===== config.mk =====
export PLATFORM = sky130hd
export DESIGN_NAME = target_tracker
export DESIGN_NICKNAME = d
export VERILOG_FILES = /design/src/rtl/target_tracker.sv
export SDC_FILE = /design/constraint.sdc
export NUM_CORES = 1
export LEC_CHECK = 0
export BUFFER_PORTS_ARGS = -buffer_cell sky130_fd_sc_hd__buf_2
export CORE_UTILIZATION = 45
export DETAILED_ROUTE_END_ITERATION = 16
export GPL_TIMING_DRIVEN = 0
export PLACE_DENSITY = 0.69
export SYNTH_ARGS = -nofsm -noshare
export SYNTH_HDL_FRONTEND = slang
export SYNTH_SLANG_ARGS = --single-unit

===== constraint.sdc =====
create_clock -name CLK -period 5.7 [get_ports CLK]
set_input_delay 0.57 -clock CLK [delete_from_list [all_inputs] [get_ports CLK]]
set_output_delay 0.57 -clock CLK [all_outputs]
set_load 0.02 [all_outputs]

===== src/rtl/target_tracker.sv =====
// Target hit detection, scoring and body-collision screening of new targets.
// Sits between the snake head/body store and the pseudo-random target source.
module target_tracker #(
    parameter int H_CELLS   = 160,
    parameter int V_CELLS   = 120,
    parameter int MAX_LEN   = 32,
    parameter int SCORE_W   = 8,
    parameter int MAX_RETRY = 8,
    localparam int AW       = $clog2(MAX_LEN)
) (
    input  logic               CLK,
    input  logic               RESET,
    input  logic               i_TICK,
    input  logic [7:0]         i_HEAD_H,
    input  logic [6:0]         i_HEAD_V,
    input  logic [AW:0]        i_LENGTH,
    input  logic [7:0]         i_TARGET_H,
    input  logic [6:0]         i_TARGET_V,
    output logic [AW-1:0]      o_BODY_ADDR,
    input  logic [7:0]         i_BODY_H,
    input  logic [6:0]         i_BODY_V,
    output logic               o_REACHED,
    output logic               o_GROW,
    output logic [SCORE_W-1:0] o_SCORE,
    output logic               o_TARGET_VALID,
    output logic               o_BUSY
);

    localparam int RW = $clog2(MAX_RETRY) + 1;

    localparam logic [8:0]    LIM_H     = 9'(H_CELLS);
    localparam logic [7:0]    LIM_V     = 8'(V_CELLS);
    localparam logic [AW:0]   LEN_MAX   = (AW+1)'(MAX_LEN);
    localparam logic [RW-1:0] RETRY_TOP = RW'(MAX_RETRY - 1);

    typedef enum logic [1:0] {
        S_IDLE,
        S_REQ,
        S_SETTLE,
        S_SCAN
    } state_t;

    state_t          r_state;
    logic            r_phase;
    logic [AW:0]     r_len;
    logic [AW:0]     r_cnt;
    logic [7:0]      r_tgt_h;
    logic [6:0]      r_tgt_v;
    logic            r_hit;
    logic [RW-1:0]   r_retry;

    logic            w_head_hit;
    logic [AW:0]     w_len_clamp;
    logic            w_seg_hit;
    logic            w_out_range;
    logic            w_last;
    logic            w_reject;
    logic            w_retry_ok;
    logic            w_score_max;

    assign w_head_hit  = (i_HEAD_H == i_TARGET_H) && (i_HEAD_V == i_TARGET_V);
    assign w_len_clamp = (i_LENGTH > LEN_MAX) ? LEN_MAX : i_LENGTH;
    // Body data lags the address by one cycle, so scan cycle 0 has nothing to compare.
    assign w_seg_hit   = (r_cnt != '0) &&
                         (i_BODY_H == r_tgt_h) && (i_BODY_V == r_tgt_v);
    assign w_out_range = ({1'b0, r_tgt_h} >= LIM_H) || ({1'b0, r_tgt_v} >= LIM_V);
    assign w_last      = (r_cnt == r_len);
    assign w_reject    = r_hit || w_seg_hit || w_out_range;
    assign w_retry_ok  = (r_retry < RETRY_TOP);
    assign w_score_max = &o_SCORE;

    // Main controller: hit detection, target request, settle wait and body scan.
    always_ff @(posedge CLK) begin
        if (RESET) begin
            r_state        <= S_REQ;
            r_phase        <= 1'b0;
            r_len          <= '0;
            r_cnt          <= '0;
            r_tgt_h        <= '0;
            r_tgt_v        <= '0;
            r_hit          <= 1'b0;
            r_retry        <= '0;
            o_BODY_ADDR    <= '0;
            o_REACHED      <= 1'b0;
            o_GROW         <= 1'b0;
            o_SCORE        <= '0;
            o_TARGET_VALID <= 1'b0;
            o_BUSY         <= 1'b1;
        end else begin
            o_GROW <= 1'b0;
            unique case (r_state)
                S_IDLE: begin
                    if (i_TICK && w_head_hit) begin
                        o_GROW         <= 1'b1;
                        o_SCORE        <= w_score_max ? o_SCORE : o_SCORE + 1'b1;
                        r_retry        <= '0;
                        o_TARGET_VALID <= 1'b0;
                        o_REACHED      <= 1'b1;
                        o_BUSY         <= 1'b1;
                        r_phase        <= 1'b0;
                        r_state        <= S_REQ;
                    end
                end
                S_REQ: begin
                    // REACHED low here only right after reset: start the pulse.
                    if (!o_REACHED) begin
                        o_REACHED <= 1'b1;
                        r_phase   <= 1'b0;
                    end else if (!r_phase) begin
                        r_phase <= 1'b1;
                    end else begin
                        o_REACHED <= 1'b0;
                        r_phase   <= 1'b0;
                        r_state   <= S_SETTLE;
                    end
                end
                S_SETTLE: begin
                    if (!r_phase) begin
                        r_phase <= 1'b1;
                    end else begin
                        r_phase     <= 1'b0;
                        r_len       <= w_len_clamp;
                        r_tgt_h     <= i_TARGET_H;
                        r_tgt_v     <= i_TARGET_V;
                        r_cnt       <= '0;
                        r_hit       <= 1'b0;
                        o_BODY_ADDR <= '0;
                        r_state     <= S_SCAN;
                    end
                end
                S_SCAN: begin
                    if (w_last) begin
                        r_cnt       <= '0;
                        o_BODY_ADDR <= '0;
                        if (w_reject && w_retry_ok) begin
                            r_retry   <= r_retry + 1'b1;
                            o_REACHED <= 1'b1;
                            r_phase   <= 1'b0;
                            r_state   <= S_REQ;
                        end else begin
                            o_TARGET_VALID <= 1'b1;
                            o_BUSY         <= 1'b0;
                            r_state        <= S_IDLE;
                        end
                    end else begin
                        r_hit <= r_hit || w_seg_hit;
                        r_cnt <= r_cnt + 1'b1;
                        if ((r_cnt + 1'b1) < r_len) begin
                            o_BODY_ADDR <= o_BODY_ADDR + 1'b1;
                        end
                    end
                end
                default: begin
                    r_state <= S_REQ;
                end
            endcase
        end
    end

endmodule


==> impl_metrics.csv <==
group,metric,value,unit
run_status,outcome,"complete, but fails checks",
cts,clockBufferDepth,2,
worst_setup_path,critical_path_class,"register to register",
synth,ys_ff_latch,52,
cts,clkLatencyLatePin,0.30,ns
cts,cts.repair.resized,0,
synth,synth_area_leaders,"dfxtp_1 (35%), xnor2_1 (11%), a21oi_1 (6.8%)",
hold_path,hold_depth,2,
synth,ys_types,52,
die,fp.dieW,82.8,um
worst_setup_path,cp_max_fo,8,
die,core-area,6310,um2
worst_setup_path,reg2reg_slack,3.08,ns
power,leakage,1.36,nW
detailed_routing,detail_route.vias_per_cell,5.44,
die,start_util,0.466,
synth,synth_ff_type,"dfxtp_1",
grt,grt.total_usage,0.204,
layout,finalNetCount,500,
power,power_frac_clock,0.210,
grt,grt_pass1_wl,11600,um
synth,synth.top_cells.by_count,"dfxtp_1 (52), nand2_1 (44), a21oi_1 (40)",
grt,grt_start_max_net_pins,14,
synth,yosysTopAreaCell,"dfxtp_1",
die,die_h,82.8,um
worst_setup_path,crit_required,5.93,ns
power,combPwrFrac,0.340,
sta,maxSlewHeadroom,0.546,
synth,yosysWarnings,0,
detailed_routing,num_vias,2745,
power,switchingPower,0.327,mW
hold_path,hold_end,"r_len[0]",
place,port_buffers,69,
detailed_routing,drt_drc_violations_left,2,
detailed_routing,postRouteAntennaNets,0,
synth,synthArstFlopShare,0,
worst_setup_path,crit_slowest_cell,"or4_1",
detailed_routing,wl,6910,um
synth,avgSynthCellArea,8.31,um2
detailed_routing,dr.pass1.iters,10,
grt,grt_util_met3,0.0358,
power,irDropWorstVdd,0.181,mV
worst_setup_path,cpPeakStageDelay,0.56,ns
grt,busiest_layer,"met2",
cts,cts-root-buf,"clkbuf_8",
sta,fin_tns_setup,0,ns
cts,cts_setup_buffers,0,
worst_setup_path,cp.arrival,2.85,ns
sta,final_hold_viol_count,0,
detailed_routing,avgRoutedWirePerCell,13.7,um
synth,synthDominantCellAreaShare,0.354,
worst_setup_path,crit_family,"compound AO/OA/AOI/OAI gates",
layout,fin_cells,505,
die,dieArea,6860,um2
synth,synth_most_common_cell,"dfxtp_1",
die,io-pin-count,71,
grt,overflow,0,
worst_setup_path,reg2reg_to,"o_BODY_ADDR[4]",
synth,yosysSeqAreaShare,0.354,
grt,use_met2,0.352,
hold_path,hold_path_class,"register to register",
sta,worst_slack,3.08,ns
sta,tightest_slew,0.674,ns
worst_setup_path,cp_num_buf_inv,1,
sta,clock_skew,0.00331,ns
place,gp_congestion,0.839,
layout,antenna_cells,0,
place,dp_cells,500,
layout,layout-drive-gt1-share,0.196,
worst_setup_path,end_kind,"register",
power,pwr-share-seq,0.450,
place,post-dp-hpwl,5340,um
hold_path,min_from,"r_len[0]",
place,dpl_worst_slack,3.11,ns
sta,period_share,0.459,
power,netSwitchingFraction,0.359,
power,internal_power,0.583,mW
worst_setup_path,r2r-start,"r_cnt[0]",
sta,slew_violations,0,
cts,path_clk_slew,0.09,ns
layout,fillCellCount,617,
run_status,violations,"DRC",
job,max_cap_violations,0,
cts,numCtsBuffers,5,
worst_setup_path,r2r_cells,9,
cts,cts.sinks,52,
cts,cts_tree,"done",
grt,grt_pass1_vias,2614,
sta,period_minus_slack,2.62,ns
sta,fmax,0.382,GHz
die,rows,29,
layout,syn_to_final_growth,17.4,%
sta,rsz0062_at_grt,"no",
power,power_density,264,nW/um2
worst_setup_path,cp-start-kind,"register",
synth,synth_fp_nets,424,
sta,setup_violations,0,
synth,netlist_area,2940,um2
cts,htreeDepth,2,
synth,syn_inst,354,
grt,antenna_found_initial,0,
cts,postCtsHoldBufs,0,
grt,grt_use_met1,0.261,
synth,synth_edf_count,0,
detailed_routing,first_iter_violations,134,
worst_setup_path,path_cells,"inv_1 > ha_1 > ha_1 > nor2b_1 > o21a_1 > o21ai_0 > a21oi_1 > or4_1 > a21oi_1",
worst max-delay path by stage:
stage              from              to  depth (start not counted)
3_3_place_gp   r_cnt[0]  o_BODY_ADDR[3]                          9
2_1_floorplan  r_cnt[0]  o_BODY_ADDR[3]                          9
4_1_cts        r_cnt[0]  o_BODY_ADDR[4]                          9
5_1_grt        r_cnt[1]  o_BODY_ADDR[3]                          9
3_5_place_dp   r_cnt[0]  o_BODY_ADDR[4]                          9
6_report       r_cnt[0]  o_BODY_ADDR[4]                          9
tightest hold or removal path: stages (launching register included):
cell	delay [ns]
dfxtp_1	0.32
nand2_1	0.05
a21oi_1	0.05
sequential cells by signal, summed over array words and instances, names as in the netlist:
signal / flops
o_TARGET_VALID: 1
r_tgt_v: 7
r_retry: 4
r_tgt_h: 8
r_hit: 1
o_REACHED: 1
r_state: 2
r_len: 6
r_phase: 1
o_BUSY: 1
r_cnt: 6
o_BODY_ADDR: 5
o_GROW: 1
o_SCORE: 8
layer usage:
| layer | part of all wire | routed length (um) |
|---|---|---|
| met5 | 0 | 0 |
| met4 | 0.014 | 95 |
| met2 | 0.48 | 3350 |
| met1 | 0.47 | 3220 |
| met3 | 0.034 | 237 |
layout by cell type (no fill, tap or decap), types with 2 or more instances in the layout:
cell type | synthesis | layout
o21ai_0 | 14 | 14
xnor2_1 | 38 | 38
buf_2 | 2 | 71
a21o_1 | 4 | 4
clkbuf_1 | 11 | 11
nor2b_1 | 2 | 2
nand3b_1 | 6 | 6
dfxtp_1 | 52 | 52
o21a_1 | 4 | 4
mux2i_1 | 2 | 2
nand3_1 | 11 | 11
or4_1 | 3 | 3
and3_1 | 3 | 3
a21oi_1 | 40 | 40
ha_1 | 16 | 16
o31a_1 | 2 | 2
nor4_1 | 4 | 4
a22oi_1 | 2 | 2
or3_1 | 2 | 2
nor2_1 | 20 | 20
nand2_1 | 44 | 44
inv_1 | 16 | 16
or3_2 | 2 | 2
xor2_1 | 7 | 7
nor3_1 | 6 | 6
o31ai_1 | 3 | 3
nand4_1 | 12 | 12
clkbuf_8 | 0 | 5
a41oi_1 | 2 | 2
final cells by class:
class / count / area, um2 / area share
inverters: 16 / 60.1 / 0.0174
plain buffers: 14 / 62.6 / 0.0181
well taps: 77 / 96.3 / 0.0279
flip-flops and latches: 52 / 1040 / 0.302
clock buffers: 5 / 68.8 / 0.0199
multi-input cells: 272 / 1780 / 0.515
repair buffers: 69 / 345 / 0.100
power groups by stage:
stage	Combinational [mW]	Clock (mW)	Sequential, mW
finish	0.309	0.191	0.410
global route	0.342	0.212	0.413
CTS	0.309	0.196	0.409
detailed placement	0.305	0	0.417
global placement	0.300	0	0.416
floorplan	0.213	0	0.420
cell families (layout without fill, tap and decap cells):
logic type | count (synthesis) | in the layout | synth area share
simple gates | 125 | 125 | 0.219
compound gates | 84 | 84 | 0.176
mux | 2 | 2 | 0.00681
xor+xnor | 45 | 45 | 0.134
flops | 52 | 52 | 0.354
fa+ha+maj | 16 | 16 | 0.0681
buf+inv | 30 | 104 | 0.0417
metrics by stage:
step / instance area [um2] / hold WS (ns) / util / power, mW
final: 3450 / 0.465 / 0.547 / 0.910
after detailed placement: 3380 / 0.454 / 0.536 / 0.722
after CTS: 3450 / 0.467 / 0.547 / 0.914
after global placement: 3380 / 0.452 / 0.536 / 0.716
after global routing: 3450 / 0.490 / 0.547 / 0.968
after floorplan: 2940 / 0.436 / - / 0.633
Power figures use the tool's default switching activity.
